$ cat src/rtl/rot_reset_sequencer.sv
// Reset sequencer fed by the RoT monitors: merges kill requests, holds the CPU
// in reset, confirms the refetch from the reset handler and keeps attestation stats.
module rot_reset_sequencer #(
    parameter int          NREQ          = 3,
    parameter int          HOLD_CYCLES   = 16,
    parameter int          FETCH_TIMEOUT = 64,
    parameter logic [15:0] RESET_HANDLER = 16'hFFFE,
    parameter int          CNT_W         = 8
) (
    input  logic             clk,
    input  logic             reset,
    input  logic [NREQ-1:0]  req_vec,
    input  logic [15:0]      pc,
    input  logic             clr,
    output logic             cpu_rst,
    output logic             busy,
    output logic [NREQ-1:0]  cause,
    output logic [CNT_W-1:0] viol_cnt,
    output logic [CNT_W-1:0] retry_cnt
);

    localparam int HOLD_W = $clog2(HOLD_CYCLES + 1);
    localparam int TMO_W  = $clog2(FETCH_TIMEOUT + 1);

    typedef enum logic [1:0] {
        ST_IDLE   = 2'b00,
        ST_ASSERT = 2'b01,
        ST_FETCH  = 2'b10,
        ST_DRAIN  = 2'b11
    } state_t;

    state_t            state_r, state_s;
    logic [HOLD_W-1:0] hold_cnt_r, hold_cnt_s;
    logic [TMO_W-1:0]  tmo_cnt_r, tmo_cnt_s;
    logic [NREQ-1:0]   cause_s;
    logic [CNT_W-1:0]  viol_cnt_s, retry_cnt_s;
    logic              any_req_s;

    // Counters stick at all-ones so the attestation report never sees a wrap.
    function automatic logic [CNT_W-1:0] sat_inc(input logic [CNT_W-1:0] v);
        if (&v) begin
            sat_inc = v;
        end else begin
            sat_inc = v + CNT_W'(1'b1);
        end
    endfunction

    assign any_req_s = |req_vec;

    // Next-state, counter and statistics logic.
    always_comb begin
        state_s     = state_r;
        hold_cnt_s  = hold_cnt_r;
        tmo_cnt_s   = tmo_cnt_r;
        cause_s     = cause;
        viol_cnt_s  = viol_cnt;
        retry_cnt_s = retry_cnt;
        case (state_r)
            ST_IDLE: begin
                if (any_req_s) begin
                    state_s    = ST_ASSERT;
                    hold_cnt_s = '0;
                    if (clr) begin
                        // Clear first, then record the new request on top.
                        cause_s     = req_vec;
                        viol_cnt_s  = CNT_W'(1'b1);
                        retry_cnt_s = '0;
                    end else begin
                        cause_s    = cause | req_vec;
                        viol_cnt_s = sat_inc(viol_cnt);
                    end
                end else if (clr) begin
                    cause_s     = '0;
                    viol_cnt_s  = '0;
                    retry_cnt_s = '0;
                end else begin
                    state_s = ST_IDLE;
                end
            end
            ST_ASSERT: begin
                cause_s = cause | req_vec;
                if (hold_cnt_r == HOLD_W'(HOLD_CYCLES - 1)) begin
                    state_s   = ST_FETCH;
                    tmo_cnt_s = '0;
                end else begin
                    hold_cnt_s = hold_cnt_r + HOLD_W'(1'b1);
                end
            end
            ST_FETCH: begin
                // Requests still high here belong to the current episode.
                cause_s = cause | req_vec;
                if (pc == RESET_HANDLER) begin
                    state_s = ST_DRAIN;
                end else if (tmo_cnt_r == TMO_W'(FETCH_TIMEOUT - 1)) begin
                    state_s     = ST_ASSERT;
                    hold_cnt_s  = '0;
                    retry_cnt_s = sat_inc(retry_cnt);
                end else begin
                    tmo_cnt_s = tmo_cnt_r + TMO_W'(1'b1);
                end
            end
            ST_DRAIN: begin
                cause_s = cause | req_vec;
                if (!any_req_s) begin
                    state_s = ST_IDLE;
                end else begin
                    state_s    = ST_ASSERT;
                    hold_cnt_s = '0;
                    viol_cnt_s = sat_inc(viol_cnt);
                end
            end
            default: begin
                state_s = ST_IDLE;
            end
        endcase
    end

    // State, counters and registered outputs.
    always_ff @(posedge clk or posedge reset) begin
        if (reset) begin
            state_r    <= ST_IDLE;
            hold_cnt_r <= '0;
            tmo_cnt_r  <= '0;
            cpu_rst    <= 1'b0;
            busy       <= 1'b0;
            cause      <= '0;
            viol_cnt   <= '0;
            retry_cnt  <= '0;
        end else begin
            state_r    <= state_s;
            hold_cnt_r <= hold_cnt_s;
            tmo_cnt_r  <= tmo_cnt_s;
            cpu_rst    <= (state_s == ST_ASSERT);
            busy       <= (state_s != ST_IDLE);
            cause      <= cause_s;
            viol_cnt   <= viol_cnt_s;
            retry_cnt  <= retry_cnt_s;
        end
    end

endmodule

$ cat config.mk
export PLATFORM = sky130hd
export DESIGN_NAME = rot_reset_sequencer
export DESIGN_NICKNAME = d
export VERILOG_FILES = /design/src/rtl/rot_reset_sequencer.sv
export SDC_FILE = /design/constraint.sdc
export NUM_CORES = 1
export LEC_CHECK = 0
export CAP_MARGIN = 20
export CORE_UTILIZATION = 60
export CTS_CLUSTER_SIZE = 12
export DETAILED_ROUTE_END_ITERATION = 8
export DONT_BUFFER_PORTS = 1
export GPL_TIMING_DRIVEN = 0
export PLACE_DENSITY = 0.76
export SLEW_MARGIN = 40
export SYNTH_ARGS = -nofsm -noshare
export SYNTH_HDL_FRONTEND = slang
export SYNTH_SLANG_ARGS = --single-unit
$ cat constraint.sdc
create_clock -name clk -period 4.4 [get_ports clk]
set_input_delay 0.22 -clock clk [delete_from_list [all_inputs] [get_ports clk]]
set_output_delay 0.22 -clock clk [all_outputs]
set_load 0.01 [all_outputs]
Word level (Yosys, flattened, before mapping)
Cells that the tools add are included.
Widths: inputs -> output; s select.
{ "totals": {"word_cells": 74, "regBits": 35, "inputBits": 22} }
{ "classes": {"reduce_logical": 14, "add_sub_neg": 4, "mux": 30, "bitwise": 1, "eq_ne": 17} }
{ "ops": {"columns": ["op", "count"], "rows": [
  ["$mux 8", 8],
  ["$pmux 8 s2", 2],
  ["$mux 7", 3],
  ["$mux 5", 4],
  ["$add 8x1->8 const B", 2],
  ["$eq 16x16->1 const B", 1],
  ["$ne 2x2->1 const B", 8],
  ["$reduce_and 8->1", 2],
  ["$pmux 5 s3", 1],
  ["$pmux 7 s2", 1],
  ["$mux 2", 5],
  ["$mux 3", 3],
  ["$pmux 2 s4", 1],
  ["$reduce_and 4->1", 2],
  ["$reduce_bool 2->1", 4],
  ["$add 7x1->7 const B", 1],
  ["$eq 7x6->1 const B", 1],
  ["$pmux 3 s2", 1],
  ["$reduce_or 3->1", 2],
  ["$add 5x1->5 const B", 1],
  ["$eq 5x4->1 const B", 1],
  ["$reduce_and 5->1", 1],
  ["$eq 2x1->1 const B", 2],
  ["$eq 2x2->1 const B", 2],
  ["other kinds (7)", 7]
]} }

Longest topological paths before layout
Gate-level depths: netlist of run 1.
{ "logic_depth": {"ltp_word": 5, "ltp_mapped": 9} }

Worst setup path after synthesis of run 1
OpenSTA, ideal clock, no wires.
{ "synth_timing": {"path_type": "reg-to-reg", "startpoint": "register state_r[0]", "endpoint": "register retry_cnt[0]", "stages_incl_launch_ff": 9, "path_buffers": 1, "path_slack_ns": 2.547, "setup_ns": 0.066, "t_required_ns": 4.334, "arrival_time_ns": 1.787, "cell_sequence": "dfrtp_1 inv_1 ha_1 inv_2 nor3_2 and3_4 buf_4 nor4_1 mux2_2"} }
{ "synth_between": {"elab_chain_cells": 3} }
{ "synth_rtl": {"columns": ["element", "line", "source"], "rows": [
  ["start, declared", "32", "state_t state_r, state_s;"],
  ["start signal, assigned", "130", "state_r <= state_s;"],
  ["$eq 2x2->1 or $logic_not 2->1 (tied branches)", "58", "case (state_r)"],
  ["$ne 2x2->1 (no line) or $reduce_bool 2->1 (tied branches)", null, null],
  ["$reduce_and 5->1 (no line)", null, null],
  ["end signal, assigned", "137", "retry_cnt <= retry_cnt_s;"],
  ["end, declared", "19", "output logic [CNT_W-1:0] retry_cnt"]
]} }
Several ways; a longest one is shown, not always the timed one.
A chain may end at the register's enable or synchronous reset.

Final worst setup path of run 1
Same ends and word-level chain as after synthesis.

==> results.json, run 1 <==
{
  "ys_warn_count": 0,
  "slew_headroom_pct": 57.6,
  "rsz0062_at_grt": "false",
  "overflow": 0,
  "core-area_um2": 3340,
  "setup_viol": 0,
  "outcome": "finished clean",
  "dr.first_iter.drc_count": 125,
  "powerDensity_nw_per_um2": 427,
  "htree_levels": 2,
  "synthToLayoutAreaGrowth_pct": 7.10,
  "netlist.area_leader.share_pct": 41.7,
  "ys_seq_area_share_pct": 41.7,
  "vias": 1872,
  "synthArstFlopShare_pct": 100,
  "fmax_ghz": 0.451,
  "antenna_found_initial": 0,
  "syn_nets": 262,
  "synth_edf_count": 0,
  "wl_per_cell_um": 16.6,
  "r2r-start": "state_r[0]",
  "tritoncts": "done",
  "hold_path.class": "in -> reg",
  "cts_root_buf": "clkbuf_4",
  "tightestPinTransition_ns": 0.636,
  "cts.path.max_buffers": 2,
  "min_period_ns": 2.22,
  "dieHeight_um": 61.1,
  "synth_area_um2": 2100,
  "dp_slack_ns": 2.21,
  "final_antenna_net_count": 0,
  "hold_viol": 0,
  "drc_errors": 0,
  "syn_area_per_cell_um2": 9.08,
  "path_max_fanout": 10,
  "synth.area.top_cells": "dfrtp_1 42%, ha_1 5.4%, nand3_1 3.3%",
  "timing.hold.ws_ns": 0.127,
  "grt_pass1_wl_um": 7990,
  "gp_congestion": 0.825,
  "worstSetupEndpointType": "flip-flop",
  "path_clk_slew_ns": 0.12,
  "critPathLaunch": "state_r[0]",
  "dieArea_um2": 3740,
  "portBuffers": 0,
  "synth_cell_types": 50,
  "p_leak_nw": 0.944,
  "dp_hpwl_um": 3440,
  "rows": 21,
  "initial_core_util_pct": 62.9,
  "n_antenna_cell": 0,
  "max-vdd-ir-drop_mv": 0.288,
  "via_per_inst": 6.48,
  "syn_inst": 231,
  "start_kind": "flip-flop",
  "critical_path_arrival_ns": 2.46,
  "clock_latency_ns": 0.35,
  "post-synth-top-area-cell": "dfrtp_1",
  "gr-usage-all-layers_pct": 29.2,
  "ios": 43,
  "die_x_um": 61.1,
  "grt_max_degree": 36,
  "wirelength_um": 4810,
  "period_share_pct": 50.4,
  "slew_violations": 0,
  "cts_sinks": 35,
  "holdCritStartpoint": "clr",
  "layout-drive-gt1-share_pct": 9.47,
  "synthFlopType": "dfrtp_1",
  "maxCapViolCount": 0,
  "setup_tns_ns": 0,
  "grt_pass1_vias": 1814,
  "skew_ns": 0.0147,
  "required_ns": 4.64,
  "nNetsFinal": 273,
  "crit_type": "reg -> reg",
  "cts_buffers": 5,
  "dr.pass1.iters": 4,
  "synth-seq-cells": 35,
  "worst_slack_ns": 2.18
}
[synth_stat cells (all sizes together), types with 4 or more instances]
| cell type | number |
|---|---|
| or3 | 5 |
| nand2 | 17 |
| a21oi | 13 |
| dfrtp | 35 |
| o21ai | 13 |
| nor3 | 6 |
| nand2b | 7 |
| inv | 10 |
| nand4 | 7 |
| nor2 | 18 |
| nor2b | 4 |
| o31ai | 6 |
| and3 | 10 |
| nor4 | 4 |
| ha | 9 |
| buf | 6 |
| a31oi | 5 |
| nand3 | 14 |
[final cells by class]
| type | count | area, um^2 |
|---|---|---|
| multi-input cells | 178 | 1140 |
| flip-flops and latches | 35 | 876 |
| clock buffers | 7 | 45.0 |
| fillers | 306 | 1090 |
| well taps | 46 | 57.6 |
| inverters | 10 | 38.8 |
| repair buffers | 4 | 40.0 |
| clock inverters | 1 | 5.00 |
| plain buffers | 8 | 48.8 |
[registers in the layout, summed over array words and instances (netlist names)]
signal / count
retry_cnt: 8
viol_cnt: 8
tmo_cnt_r: 7
hold_cnt_r: 5
cause: 3
state_r: 2
busy: 1
cpu_rst: 1
[timing repair]
| action | in CTS | in global routing |
|---|---|---|
| hold buffers | 4 | 0 |
| endpoints found under the hold margin | 38 | 0 |
| buffers inserted | 0 | 0 |
| gates resized for setup | 0 | 0 |
[routing by layer]
layer	wire length [um]	GRT usage, %	vias up	share of wire [%]
met3	334	9.03	14	6.9
met2	2330	48.1	77	48
met5	0	0	-	0
met4	95	12.3	0	2.0
li1	-	-	879	-
met1	2050	35.4	902	43
[report_power, final]
group	leakage [nW]	internal [mW]	switching (mW)	total, mW
combinational	0.464	0.132	0.182	0.314
sequential	0.451	0.387	0.0854	0.472
clock	0.0293	0.0623	0.111	0.174
total	0.944	0.581	0.379	0.960
[per-stage QoR]
stage	instances	utilization, %	total power [mW]	area (um^2)
final	289	67.3	0.960	2250
after global routing	289	67.3	1.03	2250
after CTS	289	67.3	0.961	2250
after detailed placement	277	64.6	0.783	2160
after global placement	277	64.6	0.756	2160
after floorplan	231	-	0.700	2100
[cell families after synthesis]
kind of cell | count (synthesis) | share of synthesized area, %
simple gates | 100 | 25.3
compound gates | 63 | 20.6
flops | 35 | 41.7
buf+inv | 18 | 4.11
fa+ha+maj | 9 | 5.37
mux | 4 | 2.03
xor+xnor | 2 | 0.835
[worst paths after layout]
kind / slack, ns / cells past startpoint / endpoint
worst max-delay path: 2.18 / 7 / retry_cnt[0]
worst min-delay path: 0.13 / 2 / state_r[1]
worst max register to register: 2.18 / 7 / retry_cnt[0]
worst min register to register: 0.52 / 1 / hold_cnt_r[3]
max in group asynchronous: 3.65 / 2 / state_r[1]
min in group asynchronous: 0.37 / 2 / tmo_cnt_r[3]
[layout by cell type (no fill, tap or decap), drive strengths merged, types with 3 or more instances in the layout]
| cell | instances |
|---|---|
| nand4 | 7 |
| dfrtp | 35 |
| nor2 | 18 |
| a21o | 3 |
| and3 | 10 |
| or3 | 5 |
| nor4 | 4 |
| nor2b | 4 |
| o21ai | 13 |
| buf | 6 |
| inv | 9 |
| nand2b | 7 |
| dlygate4sd3 | 4 |
| nand3 | 14 |
| nand2 | 17 |
| nor3 | 6 |
| a31oi | 5 |
| a21oi | 13 |
| clkbuf | 9 |
| a211o | 3 |
| o31ai | 6 |
| ha | 9 |
| a22o | 3 |
[worst max-delay path, cell delays in order (launching register included)]
cell	delay [ns]
dfrtp_1	0.45
inv_1	0.09
ha_1	0.20
buf_2	0.17
nand2_1	0.20
a21boi_0	0.53
nor4_1	0.16
mux2_2	0.30
Note: power is estimated with default switching activity, not from simulation.
==> inputs of run 2 (changes only) <==
--- a/config.mk
+++ b/config.mk
@@ -5,6 +5,7 @@
 export SDC_FILE = /design/constraint.sdc
 export NUM_CORES = 1
 export LEC_CHECK = 0
+export ABC_AREA = 1
 export CAP_MARGIN = 20
 export CORE_UTILIZATION = 60
 export CTS_CLUSTER_SIZE = 12
==> constraint.sdc (replaced) <==
create_clock -name clk -period 2.25 [get_ports clk]
set_input_delay 0.1125 -clock clk [delete_from_list [all_inputs] [get_ports clk]]
set_output_delay 0.1125 -clock clk [all_outputs]
set_load 0.01 [all_outputs]
==> run 2 against run 1 <==
Against the previous run: flip-flop and latch count unchanged; critical path type unchanged; first-iteration DRC count increased by 51%; synthesized cell count increased by 25%; final area increased by 4.1%; sequential share of layout area decreased by 1.5 points; area after synthesis increased by 3.5%; via count decreased by 1.8%.
==> results.json, run 2 <==
{
  "gp_congestion": 0.859,
  "ys_seq_area_share_pct": 40.3,
  "rsz0062_at_grt": "false",
  "setup_viol": 0,
  "dieArea_um2": 3860,
  "critical_path_arrival_ns": 2.09,
  "via_per_inst": 5.31,
  "final_antenna_net_count": 0,
  "n_antenna_cell": 0,
  "synth_edf_count": 0,
  "min_period_ns": 1.84,
  "synthToLayoutAreaGrowth_pct": 7.72,
  "cts_sinks": 35,
  "cts_setup_buffers": 0,
  "overflow": 0,
  "slew_headroom_pct": 60.6,
  "syn_inst": 288,
  "synthTopCellsByCount": "77 x nand2_1, 35 x dfrtp_1, 32 x nor2_1, 30 x inv_1, 24 x nand3_1",
  "reg_top3": "retry_cnt (8), viol_cnt (8), tmo_cnt_r (7)",
  "tritoncts": "done",
  "hold_buffers": 4,
  "critPathLaunch": "state_r[0]",
  "wirelength_um": 4150,
  "fillerInstances": 287,
  "cts.path.max_buffers": 2,
  "portBuffers": 0,
  "maxCapViolCount": 0,
  "holdPathEnd": "cause[2]",
  "most-common-layout-cells": "77 x nand2_1, 35 x dfrtp_1, 32 x nor2_1",
  "timing.hold.ws_ns": 0.0358,
  "antenna_found_initial": 0,
  "start_kind": "flip-flop",
  "cpLargestDelayFamily": "flip-flops",
  "synth_area_um2": 2170,
  "clock_latency_ns": 0.35,
  "period_share_pct": 82.0,
  "dp.cells": 334,
  "dr.pass1.iters": 4,
  "ios": 43,
  "dp_hpwl_um": 2990,
  "skew_ns": 0.00929,
  "busiest_layer": "met2",
  "met1_usage_pct": 29.6,
  "synth-seq-cells": 35,
  "post-synth-top-area-cell": "dfrtp_1",
  "netlist.area_leader.share_pct": 40.3,
  "cts_buffers": 5,
  "path_max_fanout": 10,
  "p_leak_nw": 1.09,
  "multi_input_area_um2": 1140,
  "path_clk_slew_ns": 0.11,
  "ys_warn_count": 0,
  "tightestPinTransition_ns": 0.591,
  "syn_nets": 319,
  "syn_area_per_cell_um2": 7.54,
  "synthFlopType": "dfrtp_1",
  "vias": 1838,
  "path_buf_inv": 3,
  "hold_viol": 0,
  "grt_pass1_wl_um": 7220,
  "dieHeight_um": 62.2,
  "grt_pass1_vias": 1704,
  "core-area_um2": 3390,
  "r2r-end": "retry_cnt[0]",
  "layout-drive-gt1-share_pct": 13.3,
  "fmax_ghz": 0.542,
  "cts_resized": 0,
  "wl_per_cell_um": 12.0,
  "slew_violations": 0,
  "worstSetupEndpointType": "flip-flop",
  "reg2regPathDepth": 10,
  "gr-usage-met3_pct": 7.72,
  "grt_max_degree": 36,
  "gr-usage-all-layers_pct": 23.9,
  "hold_path.class": "in -> reg",
  "synth_cell_types": 32,
  "cts_root_buf": "clkbuf_4",
  "reg2reg_slack_ns": 0.41,
  "synth_most_common_cell": "nand2_1",
  "r2r-start": "state_r[0]",
  "met2_usage_pct": 39.6,
  "crit_type": "reg -> reg",
  "htree_levels": 2,
  "drc_errors": 0,
  "slowest_delay_ns": 0.43,
  "nNetsFinal": 330,
  "regArea_um2": 876,
  "layout.cells.non_filler": 346,
  "setup_tns_ns": 0,
  "post-route-util_pct": 69.0,
  "dr.first_iter.drc_count": 189,
  "synth.area.top_cells": "dfrtp_1 40%, nand2_1 13%, nand3_1 5.5%",
  "synthArstFlopShare_pct": 100,
  "path_cells": "inv_1 > ha_1 > inv_2 > nor2_2 > nor2_1 > a21oi_2 > nand3_4 > buf_6 > nand2_1 > o21ai_2",
  "rows": 21,
  "powerDensity_nw_per_um2": 765,
  "initial_core_util_pct": 64.0,
  "die_x_um": 62.2,
  "holdPathStages": 3,
  "holdCritStartpoint": "clr",
  "outcome": "finished clean",
  "max-vdd-ir-drop_mv": 0.515,
  "required_ns": 2.50,
  "critPathSlowestCell": "dfrtp_1",
  "final_common_cell": "nand2_1"
}
[run 2: changes by cell type in the layout (fill, tap and decap cells not counted), sizes merged, moves of 7 or more]
cell | previous run | this run
a21oi | 13 | 4
and3 | 10 | 0
inv | 9 | 31
nand2 | 17 | 80
nand2b | 7 | 0
nand3 | 14 | 26
nor2 | 18 | 34
o21ai | 13 | 31
or2 | 1 | 10
[run 2: worst max path at each step]
| stage | end | slack [ns] | cells past startpoint |
|---|---|---|---|
| 3_3_place_gp | busy | 0.43 | 8 |
| 6_report | retry_cnt[0] | 0.41 | 10 |
| 3_5_place_dp | busy | 0.42 | 8 |
| 2_1_floorplan | retry_cnt[2] | 0.67 | 10 |
| 4_1_cts | busy | 0.38 | 8 |
| 5_1_grt | busy | 0.21 | 8 |
[run 2: per-layer routing]
layer | vias up | part of all wire, %
met4 | 0 | 0.89
li1 | 957 | -
met2 | 49 | 47
met5 | - | 0
met3 | 4 | 4.5
met1 | 828 | 47
[run 2: tightest hold or removal path, stage by stage]
cell,delay (ns)
nand2_1,0.10
nand2_1,0.09
nand2_1,0.04
[run 2: where the power goes]
group,leakage [nW],switching (mW),internal [mW]
clock network,0.0386,0.211,0.184
registers,0.462,0.124,0.727
logic,0.589,0.343,0.202
[run 2: logic make-up (layout without fill, tap and decap cells)]
| family | after synthesis | count (layout) | share of synthesized area, % |
|---|---|---|---|
| buffers and inverters | 36 | 48 | 6.97 |
| AND/OR/NAND/NOR | 160 | 160 | 33.3 |
| adder cells (fa/ha/maj) | 9 | 9 | 5.19 |
| AO/OA/AOI/OAI | 41 | 41 | 11.4 |
| XOR/XNOR | 7 | 7 | 2.82 |
| flip-flops | 35 | 35 | 40.3 |
[run 2: area by class of cell]
| cell class | count | share of cell area, % |
|---|---|---|
| flip-flops and latches | 35 | 37.5 |
| inverters | 33 | 5.35 |
| multi-input cells | 217 | 48.9 |
| repair buffers | 4 | 1.71 |
| well taps | 46 | 2.46 |
| plain buffers | 3 | 1.18 |
| clock buffers | 8 | 2.94 |
[run 2: metrics by stage]
stage / total power, mW / area, um^2 / setup WS (ns)
6_report: 1.79 / 2340 / 0.406
5_1_grt: 1.93 / 2340 / 0.211
4_1_cts: 1.80 / 2340 / 0.379
3_5_place_dp: 1.40 / 2230 / 0.422
3_3_place_gp: 1.39 / 2230 / 0.427
2_1_floorplan: 1.28 / 2170 / 0.675
